===== src/rtl/crc16_frame_sched.sv =====
// crc16_frame_sched: two-source, frame-granular round-robin scheduler that
// shares one word-parallel CRC-16/CCITT engine. Each granted frame is forwarded
// word by word through a single output register, and its CRC follows as the
// final word, flagged with m_last.
//
//   state  | meaning
//   -------+-----------------------------------------------------------------
//   IDLE   | no frame owns the datapath; pick a source and preset the CRC
//   PASS   | forward the granted source's words and fold each one into the CRC
//   APPEND | emit the finished CRC as the frame's last word

module crc16_frame_sched #(
    parameter int          MAX_WORDS = 256,
    parameter logic [15:0] CRC_INIT  = 16'hFFFF
) (
    input  logic        clk,
    input  logic        rst,

    input  logic        s0_valid,
    output logic        s0_ready,
    input  logic [15:0] s0_data,
    input  logic        s0_last,

    input  logic        s1_valid,
    output logic        s1_ready,
    input  logic [15:0] s1_data,
    input  logic        s1_last,

    output logic        m_valid,
    input  logic        m_ready,
    output logic [15:0] m_data,
    output logic        m_last,
    output logic        m_src,

    output logic        trunc,
    output logic [15:0] frame_cnt
);

    typedef enum logic [1:0] {
        ST_IDLE   = 2'd0,
        ST_PASS   = 2'd1,
        ST_APPEND = 2'd2
    } state_t;

    // Count value reached by the word that fills a frame to MAX_WORDS.
    localparam logic [15:0] LAST_IDX = 16'(MAX_WORDS - 1);

    state_t      state;
    state_t      state_next;
    logic        grant;
    logic        grant_next;
    logic        rr;
    logic        rr_next;
    logic [15:0] crc;
    logic [15:0] word_cnt;

    logic        slot_free;
    logic        sel_valid;
    logic [15:0] sel_data;
    logic        sel_last;
    logic        start;
    logic        accept;
    logic        emit_crc;
    logic        hit_max;

    // One data word folded into the CRC: (crc ^ w) shifted through 16 zero
    // bits, i.e. multiplied by x^16 and reduced modulo 0x1021, MSB first.
    function automatic logic [15:0] crc_step(input logic [15:0] c, input logic [15:0] w);
        logic [15:0] v;
        v = c ^ w;
        for (int i = 0; i < 16; i++) begin
            v = v[15] ? ((v << 1) ^ 16'h1021) : (v << 1);
        end
        return v;
    endfunction

    assign slot_free = !m_valid || m_ready;
    assign sel_valid = grant ? s1_valid : s0_valid;
    assign sel_data  = grant ? s1_data  : s0_data;
    assign sel_last  = grant ? s1_last  : s0_last;

    // State, grant and round-robin pointer registers.
    always_ff @(posedge clk or posedge rst) begin
        if (rst) begin
            state <= ST_IDLE;
            grant <= 1'b0;
            rr    <= 1'b0;
        end else begin
            state <= state_next;
            grant <= grant_next;
            rr    <= rr_next;
        end
    end

    // Next-state logic, handshake back to the sources and datapath strobes.
    always_comb begin
        state_next = state;
        grant_next = grant;
        rr_next    = rr;
        s0_ready   = 1'b0;
        s1_ready   = 1'b0;
        start      = 1'b0;
        accept     = 1'b0;
        emit_crc   = 1'b0;
        hit_max    = 1'b0;
        case (state)
            ST_IDLE: begin
                if (s0_valid || s1_valid) begin
                    start      = 1'b1;
                    grant_next = (s0_valid && s1_valid) ? rr : s1_valid;
                    rr_next    = !grant_next;
                    state_next = ST_PASS;
                end
            end
            ST_PASS: begin
                s0_ready = !grant && slot_free;
                s1_ready = grant && slot_free;
                accept   = sel_valid && slot_free;
                if (accept) begin
                    if (sel_last) begin
                        state_next = ST_APPEND;
                    end else if (word_cnt == LAST_IDX) begin
                        // A word carrying last exactly at the limit is a clean
                        // end of frame, so only the non-last case truncates.
                        hit_max    = 1'b1;
                        state_next = ST_APPEND;
                    end
                end
            end
            ST_APPEND: begin
                if (slot_free) begin
                    emit_crc   = 1'b1;
                    state_next = ST_IDLE;
                end
            end
            default: begin
                state_next = ST_IDLE;
            end
        endcase
    end

    // CRC accumulator, per-frame word count and truncation pulse.
    always_ff @(posedge clk or posedge rst) begin
        if (rst) begin
            crc      <= CRC_INIT;
            word_cnt <= 16'd0;
            trunc    <= 1'b0;
        end else begin
            trunc <= hit_max;
            if (start) begin
                crc      <= CRC_INIT;
                word_cnt <= 16'd0;
            end else if (accept) begin
                crc      <= crc_step(crc, sel_data);
                word_cnt <= word_cnt + 16'd1;
            end
        end
    end

    // Output register: loads only into a free slot, otherwise holds its word.
    always_ff @(posedge clk or posedge rst) begin
        if (rst) begin
            m_valid <= 1'b0;
            m_data  <= 16'd0;
            m_last  <= 1'b0;
            m_src   <= 1'b0;
        end else if (slot_free) begin
            m_valid <= accept || emit_crc;
            if (accept) begin
                m_data <= sel_data;
                m_last <= 1'b0;
                m_src  <= grant;
            end else if (emit_crc) begin
                m_data <= crc;
                m_last <= 1'b1;
                m_src  <= grant;
            end
        end
    end

    // Completed-frame counter, advanced when the CRC word is taken downstream.
    always_ff @(posedge clk or posedge rst) begin
        if (rst) begin
            frame_cnt <= 16'd0;
        end else if (m_valid && m_ready && m_last) begin
            frame_cnt <= frame_cnt + 16'd1;
        end
    end

endmodule


===== config.mk =====
export PLATFORM = sky130hd
export DESIGN_NAME = crc16_frame_sched
export DESIGN_NICKNAME = d
export VERILOG_FILES = /design/src/rtl/crc16_frame_sched.sv
export SDC_FILE = /design/constraint.sdc
export NUM_CORES = 1
export LEC_CHECK = 0
export BUFFER_PORTS_ARGS = -buffer_cell sky130_fd_sc_hd__buf_2
export CAP_MARGIN = 10
export CELL_PAD_IN_SITES_DETAIL_PLACEMENT = 0
export CELL_PAD_IN_SITES_GLOBAL_PLACEMENT = 1
export CORE_ASPECT_RATIO = 0.8
export CORE_MARGIN = 2
export CORE_UTILIZATION = 39
export CTS_BUF_LIST = sky130_fd_sc_hd__clkbuf_16
export DETAILED_ROUTE_END_ITERATION = 7
export HOLD_SLACK_MARGIN = 0.06
export PLACE_DENSITY_LB_ADDON = 0.1
export SLEW_MARGIN = 20
export SYNTH_ARGS = -nofsm -noshare
export SYNTH_HDL_FRONTEND = slang
export SYNTH_SLANG_ARGS = --single-unit

===== constraint.sdc =====
create_clock -name clk -period 2.45 [get_ports clk]
set_input_delay 0.1225 -clock clk [delete_from_list [all_inputs] [get_ports clk]]
set_output_delay 0.1225 -clock clk [all_outputs]
set_load 0.01 [all_outputs]

# Word level (Yosys, flattened, before mapping)
# Index checks and enable logic that the tools add are counted.
# W data, S select, Z words.
# word_totals
reg_bits	72
elab_cells	102
# classes
n_mux	47
addsub	2
eq_ne	7
n_bitwise	17
n_reduce_logical	18
# ops
cell	count
$mux W13	16
$mux W16	7
$not A3 Y3	16
$add A16 B1 Y16 const B	2
$mux W1	18
$eq A16 B8 Y1 const B	1
$xor A16 B16 Y16	1
$mux W2	5
$logic_and A1 B1 Y1	6
$ne A2 B2 Y1 const B	3
$pmux W2 S3	1
$reduce_and A2 Y1	2
$reduce_and A4 Y1	1
$reduce_bool A2 Y1	2
$logic_not A1 Y1	3
$logic_or A1 B1 Y1	3
$ne A3 B3 Y1 const B	1
$eq A2 B1 Y1 const B	1
$eq A2 B2 Y1 const B	1
$logic_not A2 Y1	1

# Logic depth before layout (Yosys ltp)
# logic_depth
ltp_word	36
depth_mapped	11
ltp_nobuf	7

# Least setup slack after synthesis
# Ideal clock, no wire load.
# synth_path
path_type	register to register
startpoint	register grant
endpoint	register crc[14]
arrival_ns	2.289
synth_period_minus_slack_ns	2.353
path_stages_with_launch	9
path_buffers	1
slack_ns	0.097
setup_ns	0.064
path_cell_list	dfrtp_1 -> buf_4 -> mux2i_1 -> xnor2_1 -> xnor3_1 -> xnor2_2 -> xnor3_1 -> or3_1 -> nand3_1
# synth_via
elab_chain_len	19
elab_cells_between_ends	28
cone_classes	mux (19); bitwise (7); reduce/logical (2)
# synth_lines
element	line_no	source
from (decl)	50	logic grant;
from (signal assigned)	90	grant <= grant_next;
$mux W16	79	assign sel_data = grant ? s1_data : s0_data;
$xor A16 B16 Y16	70	v = c ^ w;
$mux W13 (5 in series)	72	v = v[15] ? ((v << 1) ^ 16'h1021) : (v << 1);
$not A3 Y3 (no source line)	n/a	
$mux W13 (7 in series)	72	
$not A3 Y3 (no source line)	n/a	
$mux W13	72	
$mux W16	153	end else if (accept) begin
$mux W16	150	if (start) begin
to (signal assigned)	154	crc <= crc_step(crc, sel_data);
to (decl)	54	logic [15:0] crc;
# Parallel ways exist; a longest one is shown, timed or not. The select of a mux whose other input is x is not followed.
# A chain may end at the register's enable or synchronous reset.

# Worst setup path in the final report
# Same ends and word-level chain as after synthesis.

==> metrics.yaml <==
outcome:
  outcome: "finished, final reports clean"
global_routing:
  grt.total_usage_pct: 17.4
  grt_max_degree: 73
  grt_pass1_vias: 2814
  overflow: 0
  antenna_found_initial: 0
  grt_first_pass_wirelength_mm: 14.4
critical_path:
  rr_worst_depth: 7
  critPathLaunchType: "flip-flop"
  path_max_fanout: 3
  cp.arrival_ns: 2.68
  end_kind: "flip-flop"
  crit_required_ns: 2.72
  path_class: "reg2reg"
clocking:
  cts_buffers: 9
  cts_root_buf: "clkbuf_16"
  clock_path_buffers: 2
  clkTransAtPathRegs_ns: 0.06
  cts_tree: "yes"
  htree_levels: 3
  insertion_delay_ns: 0.33
  clkSinkCount: 72
min_path:
  hp-class: "in2reg"
  hold_path_depth: 2
floorplanning:
  start_util_pct: 40.3
  core_um2: 9690
  die_x_um: 116
  die_y_um: 93.5
  die_area_um2: 10800
  rows: 32
  io_pins: 77
synthesis:
  ys_types: 39
  yosysWarnings: 0
  synthCells: 375
  yosys_register_bits: 72
  syn_area_um2: 3910
  syn_avg_cell_area_um2: 10.4
  synth_fp_nets: 416
  ys_seq_area_share_pct: 46.6
pwr:
  ir_drop_v: 0.000926
  p_comb_share_pct: 62.3
  switching_power_mw: 3.27
  seqPwrFrac_pct: 22.4
  intPower_mw: 5.08
  cellLeakagePower_nw: 2.42
  power.density_nw_per_um2: 1640
  pwr-share-clk_pct: 15.3
  switching_share_pct: 39.1
final_layout:
  syn2layout_area_growth_pct: 30.3
  fillers: 904
  final_common_cell: "buf_2"
  final_layout_size_suffix_gt1_share_pct: 36.3
  final_nets: 515
  antennaDiodeCount: 0
  finalNonFillerCells: 615
  layout_common_cells: "buf_2, dfrtp_1, nand2_1"
route:
  dr.pass1.iters: 5
  routed_wirelength_mm: 8.94
  wl_per_cell_um: 14.5
  antenna_left: 0
  dr_total_vias: 2955
  drc: 0
  vias_per_cell: 4.80
  drt_iter0_drc: 131
timing:
  max_freq_mhz: 416
  worst_pin_slew_ns: 0.495
  min_period_ns: 2.40
  timing.final.crit_share_pct: 98.1
  fin_setup_tns_ns: 0
  rsz0062_at_grt: "yes"
  final_max_slew_viol_count: 0
  finalClockSkew_ns: 0.00695
  setup_viol: 0
  finalHoldViolations: 0
  relSlewSlack_pct: 66.7
placement:
  io_buffers: 76
  gp_congestion: 0.844
  dpl.cell_count: 593
  place_hpwl_mm: 6.33
run:
  max-cap-violations: 0
-- metal layers --
metal / track usage, % / vias up / wire, um
li1: - / 1486 / -
met1: 25.7 / 1395 / 4590
met2: 25.0 / 65 / 3890
met3: 4.08 / 9 / 374
met4: 5.65 / 0 / 90
met5: 0 / - / 0
-- cell usage after synthesis --
master	number	area [um2]
xnor3_1	5	113
clkbuf_1	13	48.8
or2_2	1	6.26
ha_1	2	25.0
nor2_1	30	113
mux2_2	7	78.8
a211oi_1	7	52.6
xnor2_2	8	130
o211ai_1	3	22.5
a21oi_1	9	45.0
or3_1	2	12.5
dfstp_2	16	420
nand2_1	45	169
nand2b_1	2	12.5
nor2b_1	1	6.26
o21ai_0	19	95.1
and3_1	11	68.8
o21ai_1	2	10.0
xor2_1	28	245
mux2i_2	3	41.3
o22ai_1	1	6.26
o21a_1	6	45.0
buf_1	1	3.75
dfrtp_1	56	1400
buf_4	1	7.51
nand4_1	6	37.5
buf_2	2	10.0
and2_1	3	18.8
nor4_1	2	12.5
a21o_1	3	22.5
a22oi_1	2	15.0
buf_6	1	11.3
nand3_1	17	85.1
nor3b_1	1	7.51
inv_1	2	7.51
a31oi_1	6	37.5
mux2i_1	13	130
a41oi_1	1	8.76
xnor2_1	37	324
-- power groups by stage --
stage | clock network, mW | registers [mW] | logic [mW]
finish | 1.28 | 1.87 | 5.20
global route | 1.37 | 1.92 | 5.69
CTS | 1.33 | 1.86 | 4.89
detailed placement | 0 | 1.87 | 4.85
global placement | 0 | 1.86 | 4.82
floorplan | 0 | 1.91 | 3.45
-- sequential cells by signal (all words and copies together) (netlist names) --
signal     flops
crc           16
frame_cnt     16
m_data        16
word_cnt      16
state          2
grant          1
m_last         1
m_src          1
m_valid        1
rr             1
trunc          1
-- cells by family after synthesis --
group	count (synthesis)	share of synthesized area [%]
compound gates	59	9.22
mux	23	6.40
xor+xnor	78	20.8
fa+ha+maj	2	0.640
flops	72	46.6
simple gates	121	14.1
buf+inv	20	2.27
-- what timing repair did --
item / CTS / global route
gates cloned: 0 / 0
buffers inserted: 0 / 4
endpoints found under the hold margin: 57 / 0
setup endpoints to repair: 3 / 7
pin swaps: 0 / 7
hold buffers: 2 / 0
resized for setup: 4 / 24
-- cell type report --
class | count | area, um2 | share of cell area [%]
Clock inverter | 7 | 62.6 | 1.23
Clock buffer | 9 | 225 | 4.42
Multi-Input combinational cell | 283 | 2150 | 42.3
Tap cell | 136 | 170 | 3.34
Inverter | 2 | 7.51 | 0.147
Timing Repair Buffer | 106 | 648 | 12.7
Sequential cell | 72 | 1820 | 35.8
-- metrics by stage --
| stage | setup slack (ns) | util, % | power (mW) | hold slack (ns) | cell area [um2] |
|---|---|---|---|---|---|
| after floorplan | 0.0969 | - | 5.36 | 0.220 | 3910 |
| after global placement | -0.00750 | 47.3 | 6.69 | 0.245 | 4580 |
| after detailed placement | -0.0899 | 47.3 | 6.73 | 0.248 | 4580 |
| after CTS | 0.0364 | 50.6 | 8.08 | 0.0866 | 4900 |
| after global routing | -0.0750 | 52.5 | 8.98 | 0.0968 | 5090 |
| final | 0.0457 | 52.5 | 8.35 | 0.0904 | 5090 |
-- path summary, 6_finish.rpt --
check / startpoint / endpoint / slack [ns]
worst max-delay path: grant / crc[14] / 0.05
min in group asynchronous: rst / frame_cnt[2] / 0.39
max in group asynchronous: rst / crc[0] / 1.66
worst min-delay path: s0_valid / grant / 0.09
worst max register to register: grant / crc[14] / 0.05
worst min register to register: frame_cnt[15] / frame_cnt[15] / 0.47
-- worst max-delay path, cell delays in order, from the launching register on --
cell and delay [ns]:
dfrtp_2 0.46, mux2_4 0.35, xor2_2 0.20, xnor3_1 0.46
xnor2_2 0.21, xnor3_1 0.26, or3_4 0.34, nand3_2 0.07
(Power assumes the default switching activity.)
